## config.mk

```make
export PLATFORM = sky130hd
export DESIGN_NAME = ibuf_ctrl
export DESIGN_NICKNAME = d
export VERILOG_FILES = /design/src/rtl/uarch_pkg.sv /design/src/rtl/ibuf_ctrl.sv
export SDC_FILE = /design/constraint.sdc
export NUM_CORES = 1
export LEC_CHECK = 0
export CORE_ASPECT_RATIO = 2
export CORE_MARGIN = 2
export CORE_UTILIZATION = 35
export CTS_BUF_LIST = sky130_fd_sc_hd__clkbuf_16
export DETAILED_ROUTE_END_ITERATION = 10
export SYNTH_ARGS = -nofsm -noshare
export SYNTH_HDL_FRONTEND = slang
export SYNTH_SLANG_ARGS = --single-unit
```

## constraint.sdc

```tcl
create_clock -name clk -period 18.6 [get_ports clk]
set_input_delay 1.86 -clock clk [delete_from_list [all_inputs] [get_ports clk]]
set_output_delay 1.86 -clock clk [all_outputs]
set_load 0.02 [all_outputs]
```

## src/rtl/uarch_pkg.sv

```systemverilog
// ============================================================================
//  Module      : uarch_pkg
//  Description : Shared micro-architecture widths, instruction-buffer
//                defaults and the buffered {pc, inst} entry type.
//  Revision    : 1.0
// ============================================================================
`default_nettype none

package uarch_pkg;

    localparam int PIPE_WIDTH    = 2;
    localparam int CPU_ADDR_BITS = 32;
    localparam int CPU_INST_BITS = 32;

    localparam int                       IBUF_DEPTH_DEF = 8;
    localparam logic [CPU_INST_BITS-1:0] NOP_INST_DEF   = 32'h0000_0013;

    typedef struct packed {
        logic [CPU_ADDR_BITS-1:0] pc;
        logic [CPU_INST_BITS-1:0] inst;
    } ibuf_entry_t;

endpackage

`default_nettype wire

```

## src/rtl/ibuf_ctrl.sv

```systemverilog
// ============================================================================
//  Module      : ibuf_ctrl
//  Description : Circular instruction buffer between fetch and decode that
//                presents instruction pairs, padding a lone entry with a NOP.
//  Revision    : 1.0
// ============================================================================
`default_nettype none

module ibuf_ctrl
    import uarch_pkg::*;
#(
    parameter int                       IBUF_DEPTH = IBUF_DEPTH_DEF,
    parameter logic [CPU_INST_BITS-1:0] NOP_INST   = NOP_INST_DEF
) (
    input  logic                                      clk,
    input  logic                                      rst,
    input  logic                                      flush,
    input  logic                                      fetch_val,
    input  logic [PIPE_WIDTH-1:0]                     fetch_mask,
    input  logic [PIPE_WIDTH-1:0][CPU_ADDR_BITS-1:0]  fetch_pcs,
    input  logic [PIPE_WIDTH-1:0][CPU_INST_BITS-1:0]  fetch_insts,
    output logic                                      ibuf_rdy,
    input  logic                                      decode_rdy,
    output logic [PIPE_WIDTH-1:0][CPU_ADDR_BITS-1:0]  inst_pcs,
    output logic [PIPE_WIDTH-1:0][CPU_INST_BITS-1:0]  insts,
    output logic                                      dec_val,
    output logic [$clog2(IBUF_DEPTH):0]               occupancy
);

    localparam int                 c_PTR_W = $clog2(IBUF_DEPTH);
    localparam int                 c_CNT_W = c_PTR_W + 1;
    localparam logic [c_CNT_W-1:0] c_DEPTH = c_CNT_W'(IBUF_DEPTH);
    localparam logic [c_CNT_W-1:0] c_WIDTH = c_CNT_W'(PIPE_WIDTH);

    ibuf_entry_t        r_mem [IBUF_DEPTH];
    logic [c_PTR_W-1:0] r_head;
    logic [c_PTR_W-1:0] r_tail;
    logic [c_CNT_W-1:0] r_count;

    logic               w_enq;
    logic               w_deq;
    logic [c_CNT_W-1:0] w_enq_n;
    logic [c_CNT_W-1:0] w_deq_n;
    logic [c_CNT_W-1:0] w_add;
    logic [c_CNT_W-1:0] w_sub;
    logic [c_PTR_W-1:0] w_wr_ofs [PIPE_WIDTH];

    // Credit is taken from the registered count only, so a pop this cycle
    // never frees space for a beat offered in the same cycle.
    assign ibuf_rdy  = (c_DEPTH - r_count) >= c_WIDTH;
    assign dec_val   = (r_count != '0);
    assign occupancy = r_count;

    assign w_enq   = fetch_val && ibuf_rdy && !flush;
    assign w_deq   = dec_val && decode_rdy && !flush;
    assign w_deq_n = (r_count >= c_WIDTH) ? c_WIDTH : r_count;
    assign w_add   = w_enq ? w_enq_n : '0;
    assign w_sub   = w_deq ? w_deq_n : '0;

    // Each valid slot lands at tail plus the number of valid slots below it,
    // which packs sparse masks into consecutive entries.
    always_comb begin
        w_enq_n = '0;
        for (int i = 0; i < PIPE_WIDTH; i++) begin
            w_wr_ofs[i] = w_enq_n[c_PTR_W-1:0];
            w_enq_n     = w_enq_n + c_CNT_W'(fetch_mask[i]);
        end
    end

    always_comb begin
        for (int i = 0; i < PIPE_WIDTH; i++) begin
            inst_pcs[i] = '0;
            insts[i]    = '0;
            if (r_count > c_CNT_W'(i)) begin
                inst_pcs[i] = r_mem[r_head + c_PTR_W'(i)].pc;
                insts[i]    = r_mem[r_head + c_PTR_W'(i)].inst;
            end else if (dec_val) begin
                inst_pcs[i] = r_mem[r_head].pc + CPU_ADDR_BITS'(4 * i);
                insts[i]    = NOP_INST;
            end
        end
    end

    always_ff @(posedge clk) begin
        if (!rst || flush) begin
            r_head  <= '0;
            r_tail  <= '0;
            r_count <= '0;
        end else begin
            if (w_enq) begin
                r_tail <= r_tail + w_enq_n[c_PTR_W-1:0];
            end
            if (w_deq) begin
                r_head <= r_head + w_deq_n[c_PTR_W-1:0];
            end
            r_count <= r_count + w_add - w_sub;
        end
    end

    always_ff @(posedge clk) begin
        if (rst && w_enq) begin
            for (int i = 0; i < PIPE_WIDTH; i++) begin
                if (fetch_mask[i]) begin
                    r_mem[r_tail + w_wr_ofs[i]] <= '{pc: fetch_pcs[i], inst: fetch_insts[i]};
                end
            end
        end
    end

endmodule

`default_nettype wire
```

# [Word level (Yosys, flattened, before mapping)]
# Memory sizes are Yosys's and may differ from the RTL's. A register that Yosys moved wholly into a read port is not among the register bits.
# Cells that the tools add are included.
[word_totals] ram_bits=512 reg_bits=10 output_inout_bits=134 elab_cells=44 n_memories=1 inputBits=135
[mem_list] memory="r_mem" depth=8 word_bits=64 rd=2 rd_ports_with_merged_regs=1 wr=2 line_no="ibuf_ctrl.sv:35" text="ibuf_entry_t r_mem [IBUF_DEPTH];"
[classes] muxes=18 n_reduce_logical=9 n_addsub=9 order_cmp=4
[ops] cell="32-bit 2-to-1 mux" n=6
[ops] cell="32-bit by 3-bit adder with 32-bit output (second input constant)" n=1
[ops] cell="4-bit 2-to-1 mux" n=3
[ops] cell="4-bit by 2-bit greater-or-equal comparator with 1-bit output (second input constant)" n=2
[ops] cell="4-bit by 1-bit greater-than comparator with 1-bit output (second input constant)" n=2
[ops] cell="1-bit 2-to-1 mux" n=6
[ops] cell="3-bit 2-to-1 mux" n=2
[ops] cell="1-bit logical AND" n=5
[ops] cell="5-bit 2-to-1 mux" n=1
[ops] cell="4-bit adder" n=1
[ops] cell="4-bit nonzero test" n=1
[ops] cell="4-bit subtractor" n=1
[ops] cell="4-bit subtractor (first input constant)" n=1
[ops] cell="3-bit by 1-bit adder with 3-bit output" n=1
[ops] cell="3-bit by 1-bit adder with 3-bit output (second input constant)" n=1
[ops] cell="3-bit by 2-bit adder with 3-bit output" n=1
[ops] cell="3-bit adder" n=1
[ops] cell="1-bit by 1-bit adder with 2-bit output" n=1
[ops] cell="1-bit logical NOT" n=2
[ops] cell="1-bit logical OR" n=1

# [Longest topological paths before layout]
[logic_depth] word_depth=7 mapped_depth=15 ltp_nobuf=14

# [Least setup slack after synthesis]
# OpenSTA, ideal clock, no wires.
[synth_timing] kind="in2reg" startpoint="input flush" endpoint="memory r_mem[0][0] in the netlist's numbering (enable)" t_arrival_ps=7214 t_required_ps=18019 path_slack_ps=10805 setup_ps=581 path_buffers=1 path_stages=5 cell_sequence="nand2b_1 > clkbuf_1 > nor2_1 > nand3b_1 > o31ai_1"
[synth_rtl] element="start: declaration" line_no="ibuf_ctrl.sv:17" text="input logic flush,"
[synth_rtl] element="end: declaration" line_no="ibuf_ctrl.sv:35"

==> results.cfg <==
[status]
status = complete, no violations

[clocking]
cts_tree = yes
htree_levels = 2
clock_path_buffers = 3
clock_sinks = 525
cts_buffers = 50
postCtsSetupRepairBufs = 0
postCtsHoldBufs = 0
clk_pin_slew_ns = 0.06
cts_resized = 0
clk_latency_ns = 0.61
clockRootBuffer = clkbuf_16

[global_routing]
gr-usage-all-layers_pct = 22.0
grt_pass1_wl_um = 150000
grt_max_degree = 63
grt-ovfl-total = 0
antenna_found_initial = 17
grt_pass1_vias = 22000

[drt]
firstDrtPassIters = 5
avgRoutedWirePerCell_um = 29.9
vias = 20300
ant_nets = 0
routed_wl_um = 103000
drc_errors = 0
vias_per_cell = 5.88
drt_iter0_drc = 1605

[logic_synthesis]
synth_flop_cell = edfxtp_1
synthesis.area_mm2 = 0.0315
synth_nets = 2171
async_reset_ff_share_pct = 0
yosysWarnings = 0
synth-seq-cells = 525
synth_top_cells_by_area = edfxtp_1, mux2_2, mux4_2
synthTopCellsByCount = mux2_2, edfxtp_1, mux4_2, nand2_1, nor2_1
synth_top_cell_area_share_pct = 48.8
yosys.area.top_type = edfxtp_1
avgSynthCellArea_um2 = 15.6
seq_area_frac_synth_pct = 49.6
synth_most_common_cell = mux2_2
synth_edf_count = 512
yosysUniqueCellTypes = 63
syn_inst = 2015

[power]
peakVddDrop_v = 0.0000797
p_per_area_mw_per_mm2 = 72.7
p_leak_uw = 0.0113
finalPower_uw = 2690

[die]
rows = 155
die_w_um = 216
core_mm2 = 0.0892
initial_core_util_pct = 35.3
ios = 269
die_area_mm2 = 0.0926
die-height_um = 428

[timing]
clock.fmax_mhz = 141
slew_headroom_pct = 23.0
hold_violations = 0
rsz0062_at_grt = false
finalCritPeriodShare_pct = 38.0
finalSetupViolCount = 0
worst_pin_slew_ns = 1.15
slew_viol_final = 0
setup_tns_ns = 0
post-route-min-period_ns = 7.07
skew_ns = 0.0240

[min_path]
holdPathEnd = r_tail[0]
hold_depth = 2
hp-class = flip-flop to flip-flop
worstHoldStart = r_tail[0]

[setup_path]
worstRegToRegCells = 10
r2r_slack_ns = 13.46
endpoint_kind = output pin
cp_max_fo = 31
r2r_start = occupancy[0]
slowest_delay_ns = 0.84
crit_path_top_delay_cell = clkdlybuf4s50_1
critPathKind = flip-flop to output pin
cp-start-kind = flip-flop
r2r-end = r_mem[2][24]
required_ns = 16.74
critPathArrivalTime_ns = 5.21
path_cells = buf_4, mux4_2, mux2i_1, nor4_4, nand3_1, nor4_1, o32ai_1, clkdlybuf4s50_1

[layout]
area_growth_syn_to_layout_pct = 17.3
final_net_count = 2380
finalInstanceArea_mm2 = 0.0370
drive_above_1_share_pct = 40.5

[run]
max_cap_viol_count = 0

[placed_design]
finalWeightedCongestion = 0.805
placed_area_mm2 = 0.0354
portBuffers = 268
hpwlAfterDp_um = 63900
-- final cells by class --
cell class                      instances  area [um2]
Fill cell                            8244       52200
Sequential cell                       525       15700
Multi-Input combinational cell       1319       15200
Timing Repair Buffer                  312        3010
Tap cell                             1177        1470
Clock buffer                           50        1250
Clock inverter                         43         268
Inverter                               16        60.1
Antenna cell                            7        17.5
-- cells by family after synthesis --
| logic type | synth area share (%) |
|---|---|
| AOI/OAI and AO/OA | 2.18 |
| buffers and inverters | 2.68 |
| muxes | 39.4 |
| xor gates and xnor gates | 0.528 |
| and+or+nand+nor | 4.66 |
| adders and majority gates | 0.929 |
| DFF | 49.6 |
-- routing by layer --
layer	GRT usage, %	up-vias	wire, um
met5	0	-	136
met2	40.5	828	54900
li1	-	8590	-
met3	4.28	211	6520
met1	25.1	10600	37900
met4	7.87	20	3680
-- how the worst max path moves through the flow --
stage	start	endpoint	slack (ns)	cells after the start
finish	flip-flop	inst_pcs[47]	11.53	8
detailed placement	flip-flop	inst_pcs[47]	12.12	8
CTS	flip-flop	inst_pcs[47]	11.42	8
global placement	flip-flop	inst_pcs[56]	12.13	10
floorplan	flush	r_mem[0][0]	10.81	5
global route	flip-flop	inst_pcs[47]	11.17	8
-- sequential cells by signal (all words and copies together), names as in the netlist, named ones only --
| name | flops |
|---|---|
| r_mem | 512 |
| occupancy | 4 |
| r_tail | 3 |
| r_head | 3 |
-- cell usage in the layout, fill, tap and decap left out, types with 4 or more instances in the layout --
cell             synthesis  layout
buf_4                    4      44
o31ai_1                  8       6
mux2i_2                  7       7
dfxtp_4                  0       4
a21oi_1                 38      38
o21bai_4                 0       5
nor4_1                  10      10
o311ai_0                 4       4
nand3_1                  8       8
clkdlybuf4s50_1          0     268
o22ai_1                 12      12
clkinv_2                 0      11
nor2_1                  96      96
o31a_1                   7       7
nor3_1                   7       7
o311ai_1                 6       6
and2_1                   7       5
clkinv_1                 1      13
xnor2_1                 10       9
dfxtp_1                 13       9
and3_4                   0       4
fa_1                     4       4
inv_1                   15      26
diode_2                  0       7
or3_1                    9       9
clkbuf_16                0      50
mux2i_1                 72      72
xor2_1                   9       8
a31oi_1                  6       6
nand2_1                146     143
nand2b_1                 7       7
edfxtp_1               512     512
mux4_1                  11      11
mux2_2                 519     519
ha_1                    17      16
o21ai_0                  8       7
mux4_2                 243     243
-- critical path: cells and delay by family (launching register included) --
family	cells	cell delay, ns
simple gates	3	0.79
flops	1	0.72
mux	2	1.22
compound gates	1	0.33
buf+inv	2	1.48
-- stage by stage --
| step | util (%) | std cells | worst slack (ns) | hold slack, ns |
|---|---|---|---|---|
| 2_1_floorplan | - | 2015 | 10.81 | 0.477 |
| 6_report | 41.4 | 3449 | 11.53 | 0.540 |
| 5_1_grt | 41.4 | 3447 | 11.17 | 0.561 |
| 3_3_place_gp | 39.7 | 3349 | 12.13 | 0.494 |
| 3_5_place_dp | 39.7 | 3349 | 12.12 | 0.520 |
| 4_1_cts | 41.4 | 3442 | 11.42 | 0.533 |
-- power breakdown --
part	switching [uW]	leakage, uW	internal, uW
logic	213	0.00575	174
registers	6.41	0.00472	1310
clock network	466	0.000789	518
total	686	0.0113	2000
Power figures use the tool's default switching activity.
